File: src/rtl/dynamic_branch_predictor.sv
// -----------------------------------------------------------------------------
// dynamic_branch_predictor
//
// Fetch-stage branch predictor for the 5-stage WISC pipeline. It holds a direct
// mapped branch history table (BHT) of 2-bit saturating counters and a branch
// target buffer (BTB). Both are indexed by PC[3:1] and tagged with the full PC.
//
// Lookup (IF stage) is purely combinational from the registered arrays, so IF
// gets a taken/target guess in the same cycle as PC_curr. Resolution updates
// from ID are written on the clock edge and become visible one cycle later.
// There is no read/write bypass.
//
// Ports
//   clk                    system clock, all state changes on posedge
//   rst                    synchronous active-high reset
//   PC_curr                IF-stage PC being looked up
//   IF_ID_PC_curr          PC of the branch resolving in ID
//   wen_BHT                ID resolved a branch: update its BHT entry
//   wen_BTB                ID resolved a taken branch: write its BTB entry
//   actual_taken           resolved direction
//   actual_target          resolved target address
//   IF_ID_predicted_taken  direction that was predicted for IF_ID_PC_curr
//   IF_ID_predicted_target target that was predicted for IF_ID_PC_curr
//   prediction             counter state for PC_curr (00 SNT .. 11 ST)
//   predicted_taken        BHT hit, counter says taken, and BTB hit
//   predicted_target       BTB target when predicted_taken, else 0x0000
//   mispredicted           combinational flush request for the branch in ID
//   update_count           saturating count of BHT updates
//   mispredict_count       saturating count of mispredictions
// -----------------------------------------------------------------------------
module dynamic_branch_predictor #(
  parameter int NUM_ENTRIES = 8,
  parameter int STAT_W      = 16
) (
  input  logic              clk,
  input  logic              rst,
  input  logic [15:0]       PC_curr,
  input  logic [15:0]       IF_ID_PC_curr,
  input  logic              wen_BHT,
  input  logic              wen_BTB,
  input  logic              actual_taken,
  input  logic [15:0]       actual_target,
  input  logic              IF_ID_predicted_taken,
  input  logic [15:0]       IF_ID_predicted_target,
  output logic [1:0]        prediction,
  output logic              predicted_taken,
  output logic [15:0]       predicted_target,
  output logic              mispredicted,
  output logic [STAT_W-1:0] update_count,
  output logic [STAT_W-1:0] mispredict_count
);

  // Index width: PC[IDX_W:1] selects the entry (PC[0] is always 0 for
  // halfword-aligned instructions, so it is skipped).
  localparam int IDX_W = $clog2(NUM_ENTRIES);

  // ---------------------------------------------------------------------------
  // Storage
  // ---------------------------------------------------------------------------
  logic        bht_valid_q [NUM_ENTRIES];
  logic [15:0] bht_pc_q    [NUM_ENTRIES];
  logic [1:0]  bht_state_q [NUM_ENTRIES];

  logic        btb_valid_q [NUM_ENTRIES];
  logic [15:0] btb_pc_q    [NUM_ENTRIES];
  logic [15:0] btb_tgt_q   [NUM_ENTRIES];

  logic [STAT_W-1:0] update_cnt_q, update_cnt_d;
  logic [STAT_W-1:0] mis_cnt_q,    mis_cnt_d;

  // ---------------------------------------------------------------------------
  // Lookup path (IF)
  // ---------------------------------------------------------------------------
  logic [IDX_W-1:0] lidx;
  logic             bht_hit;
  logic             btb_hit;

  assign lidx    = PC_curr[IDX_W:1];
  assign bht_hit = bht_valid_q[lidx] && (bht_pc_q[lidx] == PC_curr);
  assign btb_hit = btb_valid_q[lidx] && (btb_pc_q[lidx] == PC_curr);

  assign prediction       = bht_hit ? bht_state_q[lidx] : 2'b00;
  assign predicted_taken  = bht_hit && bht_state_q[lidx][1] && btb_hit;
  assign predicted_target = predicted_taken ? btb_tgt_q[lidx] : 16'h0000;

  // ---------------------------------------------------------------------------
  // Misprediction detect (ID). Depends only on the ID-stage inputs, never on
  // the arrays, so it is stable as soon as the resolution inputs are.
  // ---------------------------------------------------------------------------
  assign mispredicted = wen_BHT &&
                        ((IF_ID_predicted_taken != actual_taken) ||
                         (actual_taken && (IF_ID_predicted_target != actual_target)));

  // ---------------------------------------------------------------------------
  // Update path (ID): one shared next-state value, written into the single
  // entry selected by uidx.
  // ---------------------------------------------------------------------------
  logic [IDX_W-1:0] uidx;
  logic             upd_hit;
  logic [1:0]       upd_state_old;
  logic [1:0]       bht_state_new;

  assign uidx          = IF_ID_PC_curr[IDX_W:1];
  assign upd_state_old = bht_state_q[uidx];
  assign upd_hit       = bht_valid_q[uidx] && (bht_pc_q[uidx] == IF_ID_PC_curr);

  always_comb begin
    bht_state_new = upd_state_old;
    if (upd_hit) begin
      // Saturating step of the 2-bit counter.
      if (actual_taken) begin
        if (upd_state_old != 2'b11) begin
          bht_state_new = upd_state_old + 2'b01;
        end
      end else begin
        if (upd_state_old != 2'b00) begin
          bht_state_new = upd_state_old - 2'b01;
        end
      end
    end else begin
      // Fresh allocation starts in the weak state of the observed direction.
      bht_state_new = actual_taken ? 2'b10 : 2'b01;
    end
  end

  genvar gi;
  generate
    for (gi = 0; gi < NUM_ENTRIES; gi++) begin : g_entry
      logic bht_we;
      logic btb_we;

      assign bht_we = wen_BHT && (uidx == IDX_W'(gi));
      assign btb_we = wen_BTB && (uidx == IDX_W'(gi));

      always_ff @(posedge clk) begin
        if (rst) begin
          bht_valid_q[gi] <= 1'b0;
          bht_pc_q[gi]    <= 16'h0000;
          bht_state_q[gi] <= 2'b00;
        end else if (bht_we) begin
          bht_valid_q[gi] <= 1'b1;
          bht_pc_q[gi]    <= IF_ID_PC_curr;
          bht_state_q[gi] <= bht_state_new;
        end
      end

      // The BTB entry is overwritten unconditionally; a tag miss simply
      // replaces whatever aliased branch lived there.
      always_ff @(posedge clk) begin
        if (rst) begin
          btb_valid_q[gi] <= 1'b0;
          btb_pc_q[gi]    <= 16'h0000;
          btb_tgt_q[gi]   <= 16'h0000;
        end else if (btb_we) begin
          btb_valid_q[gi] <= 1'b1;
          btb_pc_q[gi]    <= IF_ID_PC_curr;
          btb_tgt_q[gi]   <= actual_target;
        end
      end
    end
  endgenerate

  // ---------------------------------------------------------------------------
  // Statistics: saturate at all-ones so a long run never wraps back to a small
  // misleading number.
  // ---------------------------------------------------------------------------
  always_comb begin
    update_cnt_d = update_cnt_q;
    mis_cnt_d    = mis_cnt_q;
    if (wen_BHT && (update_cnt_q != {STAT_W{1'b1}})) begin
      update_cnt_d = update_cnt_q + 1'b1;
    end
    if (mispredicted && (mis_cnt_q != {STAT_W{1'b1}})) begin
      mis_cnt_d = mis_cnt_q + 1'b1;
    end
  end

  always_ff @(posedge clk) begin
    if (rst) begin
      update_cnt_q <= '0;
      mis_cnt_q    <= '0;
    end else begin
      update_cnt_q <= update_cnt_d;
      mis_cnt_q    <= mis_cnt_d;
    end
  end

  assign update_count     = update_cnt_q;
  assign mispredict_count = mis_cnt_q;

endmodule

File: config.mk
export PLATFORM = sky130hd
export DESIGN_NAME = dynamic_branch_predictor
export DESIGN_NICKNAME = d
export VERILOG_FILES = /design/src/rtl/dynamic_branch_predictor.sv
export SDC_FILE = /design/constraint.sdc
export NUM_CORES = 1
export LEC_CHECK = 0
export ABC_AREA = 0
export CAP_MARGIN = 20
export CORE_MARGIN = 8
export CORE_UTILIZATION = 45
export DETAILED_ROUTE_END_ITERATION = 16
export PLACE_DENSITY = 0.67
export SETUP_SLACK_MARGIN = 0.5
export SYNTH_ARGS = -nofsm -noshare
export SYNTH_HDL_FRONTEND = slang
export SYNTH_SLANG_ARGS = --single-unit
File: constraint.sdc
create_clock -name clk -period 8.11 [get_ports clk]
set_input_delay 0.811 -clock clk [delete_from_list [all_inputs] [get_ports clk]]
set_output_delay 0.811 -clock clk [all_outputs]
set_load 0.01 [all_outputs]
==> results.md <==
- Status: complete, no violations
- Antenna violations before repair: 2
- Chip width: 237 um
- Ratio of final minimum period to clock period: 0.737
- Fraction of the mapped netlist area in adder cells: 0.00114
- Asr flop ratio synth: 0
- Area share of the leading cell type in the synthesized netlist: 0.566
- Most area-hungry cell type in the Yosys netlist: sky130_fd_sc_hd__edfxtp_1
- Cell-by-cell listing of the critical path: buf_6 > buf_4 > mux4_2 > mux2i_1 > xor2_1 > nand4_1 > nor4bb_1 > nand3_2 > nor2_1 > clkdlybuf4s50_1
- Post-CTS setup buffers: 0
- Levels on crit path: 10
- Worst hold-check slack: 483 ps
- Leakage dissipation: 8.75 nW
- WL/cell: 25.4 um
- Top area cells in the synthesized netlist: sky130_fd_sc_hd__edfxtp_1, sky130_fd_sc_hd__mux4_2, sky130_fd_sc_hd__and2_1
- Final wirelength: 59.0 mm
- Setup repair after global routing missed its margin: no
- Final estimated routing congestion in global placement: 0.827
- Buffers plus inverters on the worst setup path: 3
- Post-Synth Simple-Gate Area: 0.162
- Sequential cell area fraction in the yosys report: 0.597
- Standard-cell rows: 81
- Predominant post-synthesis flop cell: sky130_fd_sc_hd__edfxtp_1
- Detailed-router iteration count before antenna repair: 5
- Post-Route Setup TNS: 0 ps
- Final global-route overflow total: 0
- Path category of the worst min-delay check: reg2reg
- Number of synthesized flops with an enable pin: 414
- Buffers from clock root to sink, at most: 3
- Critical path class: in2out
- Number of instances resized during post-cts repair: 0
- Slowest cell on crit path: sky130_fd_sc_hd__buf_4
- Number of warning messages in the yosys log: 0
- Clk_lat worst skew: 600 ps
- Final core area utilization: 0.523
- Commonest non-fill, non-tap cell in the layout: sky130_fd_sc_hd__edfxtp_1
- Final hold viol count: 0
- CTS buffer count: 48
- Number of cells on the worst reg-to-reg path: 6
- Largest vdd supply drop: 121 uV
- Unique masters post-synth: 72
- DR iter-0 viols: 1432
- Worst endpoint data arrival time: 5160 ps
- Maximum fanout along the worst path: 68
- Area used by multi-input combinational logic: 8530 um^2
- Top Ports: 122
- Post-synthesis area per instance: 14.1 um^2
- Floorplan die height: 237 um
- Via-per-instance ratio: 5.85
- H-tree depth reported by CTS: 2
- Commonest cells after routing, fill and taps aside: sky130_fd_sc_hd__edfxtp_1, sky130_fd_sc_hd__and2_1, sky130_fd_sc_hd__clkdlybuf4s50_1
- Detailed-route via count: 13600
- Worst path max stage delay: 740 ps
- Synth-to-layout area growth: 15.5%
- Reg-to-reg critical path startpoint: bht_pc_q[0][1]
- Element type at the critical path end: primary output
- DRC violation count after routing: 0
- Time the final worst path needs with I/O delays and setup: 5970 ps
- Root Buffer: sky130_fd_sc_hd__clkbuf_16
- Max-slew violation count: 0
- Fraction of layout cells with a size suffix above 1: 0.153
- Minimum setup slack among reg-to-reg paths: 4850 ps
- Critical path launch point type: input port
- Count of buffers from port buffering: 121
- Max_cap viols: 0
- Core area: 48500 um^2
- Initial standard-cell utilization of the core: 0.453
- Fmax: 167 MHz
- Synthesis-stage register bit count: 448
- TritonCTS clock tree: done
- Post-Synth XOR/XNOR Area: 0.0275
- Family with the most delay on the worst path: buffers and inverters
- Final setup violation count: 0
- Area of the mapped netlist: 22000 um^2
- Reg area: 13100 um^2
- Post-DP HPWL: 34.2 mm
- Tightest slew margin relative to the limit: 0.222
- Number of cells on the worst hold path: 2
- Hold buffers post-CTS: 0
- Skew final: 35.6 ps
- Via count of the first global-routing pass: 14100
- All-layer global routing usage: 0.208
- Worst Hold Endpoint: btb_valid_q[4]
- First-pass GRT wire length: 88.2 mm
- NumNets Final: 1730
- Worst reg2reg endpoint: bht_state_q[2][0]
- Req. time, crit path: 7300 ps
- Power per cell area: 215 nW/um^2
- Start point of the worst min-delay path: btb_valid_q[4]
- Post-Syn Instances: 1561
- Slew at the pin closest to its max-slew limit: 1170 ps
- Mux contribution to synthesized area: 0.150
- Combinational family with the most area after synthesis: simple AND/OR/NAND/NOR gates
- Die footprint: 56200 um^2
- Number of filler instances in the final layout: 4062
- Clock transition at the registers of the reported paths: 60 ps
- Number of sinks handled by clock tree synthesis: 448
- Antenna viol nets, final: 0
- Pin count of the biggest net entering global routing: 69
- Synth Area in Compound Gates: 0.0356
## power breakdown
group / switching (mW) / total [mW] / internal [mW] / leakage (nW)
sequential: 0.0512 / 2.72 / 2.67 / 4.29
combinational: 0.313 / 0.543 / 0.230 / 3.71
clock: 0.920 / 2.19 / 1.27 / 0.751
total: 1.28 / 5.45 / 4.17 / 8.75
## sequential cells by signal, indices dropped and copies added (netlist names)
name / flops
bht_valid_q: 8
bht_pc_q: 128
mispredict_count: 16
btb_tgt_q: 128
btb_valid_q: 8
btb_pc_q: 128
update_count: 16
bht_state_q: 16
## worst max path at each step
| stage | startpoint | end | slack [ps] |
|---|---|---|---|
| global route | PC_curr[1] | predicted_target[14] | 1690 |
| finish | PC_curr[1] | predicted_target[14] | 2140 |
| global placement | PC_curr[1] | predicted_target[14] | 2080 |
| floorplan | PC_curr[1] | predicted_target[10] | 4120 |
| detailed placement | PC_curr[1] | predicted_target[14] | 2040 |
| CTS | PC_curr[1] | predicted_target[14] | 2040 |
## stage by stage
step           area [um^2]  worst slack [ps]  total power, mW  std cells
2_1_floorplan        22100              4120             3.10       1584
3_3_place_gp         23800              2080             3.30       2229
3_5_place_dp         23800              2040             3.32       2230
4_1_cts              25400              2040             5.48       2318
5_1_grt              25400              1690             5.61       2318
6_report             25400              2140             5.45       2320
## worst register-to-register path, cell delays in order (launching register included)
cell and delay [ps]:
sky130_fd_sc_hd__edfxtp_1 390, sky130_fd_sc_hd__mux4_2 450, sky130_fd_sc_hd__o21ai_0 340, sky130_fd_sc_hd__o211ai_1 170, sky130_fd_sc_hd__or4b_1 900, sky130_fd_sc_hd__nor4b_4 610
sky130_fd_sc_hd__nor4_1 90
## per-layer routing
metal	vias to the layer above	routed length, um	global-route usage
li1	6017	-	-
met1	6876	24700	0.276
met2	554	28200	0.341
met3	126	4500	0.0423
met4	2	1630	0.0659
met5	-	10	0
## cell usage after synthesis, drive strengths merged, types with 11 or more instances
cell / number
mux2: 23
edfxtp: 414
xor2: 12
nor2: 96
buf: 39
and2: 340
dfxtp: 34
mux2i: 71
o211ai: 11
inv: 11
a21oi: 14
clkbuf: 78
nand3: 21
nand4: 17
mux4: 103
nand2: 35
xnor2: 57
nor4: 21
## cells by family after synthesis
logic type	count (synthesis)
multiplexers	197
AND/OR/NAND/NOR	610
AO/OA/AOI/OAI	106
buffers and inverters	128
other	1
adder cells (fa/ha/maj)	2
XOR/XNOR	69
flip-flops	448
## cell type report
| cell class | count | area share |
|---|---|---|
| Antenna cell | 2 | 0.000197 |
| Clock buffer | 67 | 0.0521 |
| Sequential cell | 448 | 0.517 |
| Multi-Input combinational cell | 1008 | 0.336 |
| Timing Repair Buffer | 141 | 0.0540 |
| Clock inverter | 21 | 0.00863 |
| Inverter | 11 | 0.00163 |
| Tap cell | 622 | 0.0307 |
(Power assumes the default switching activity.)
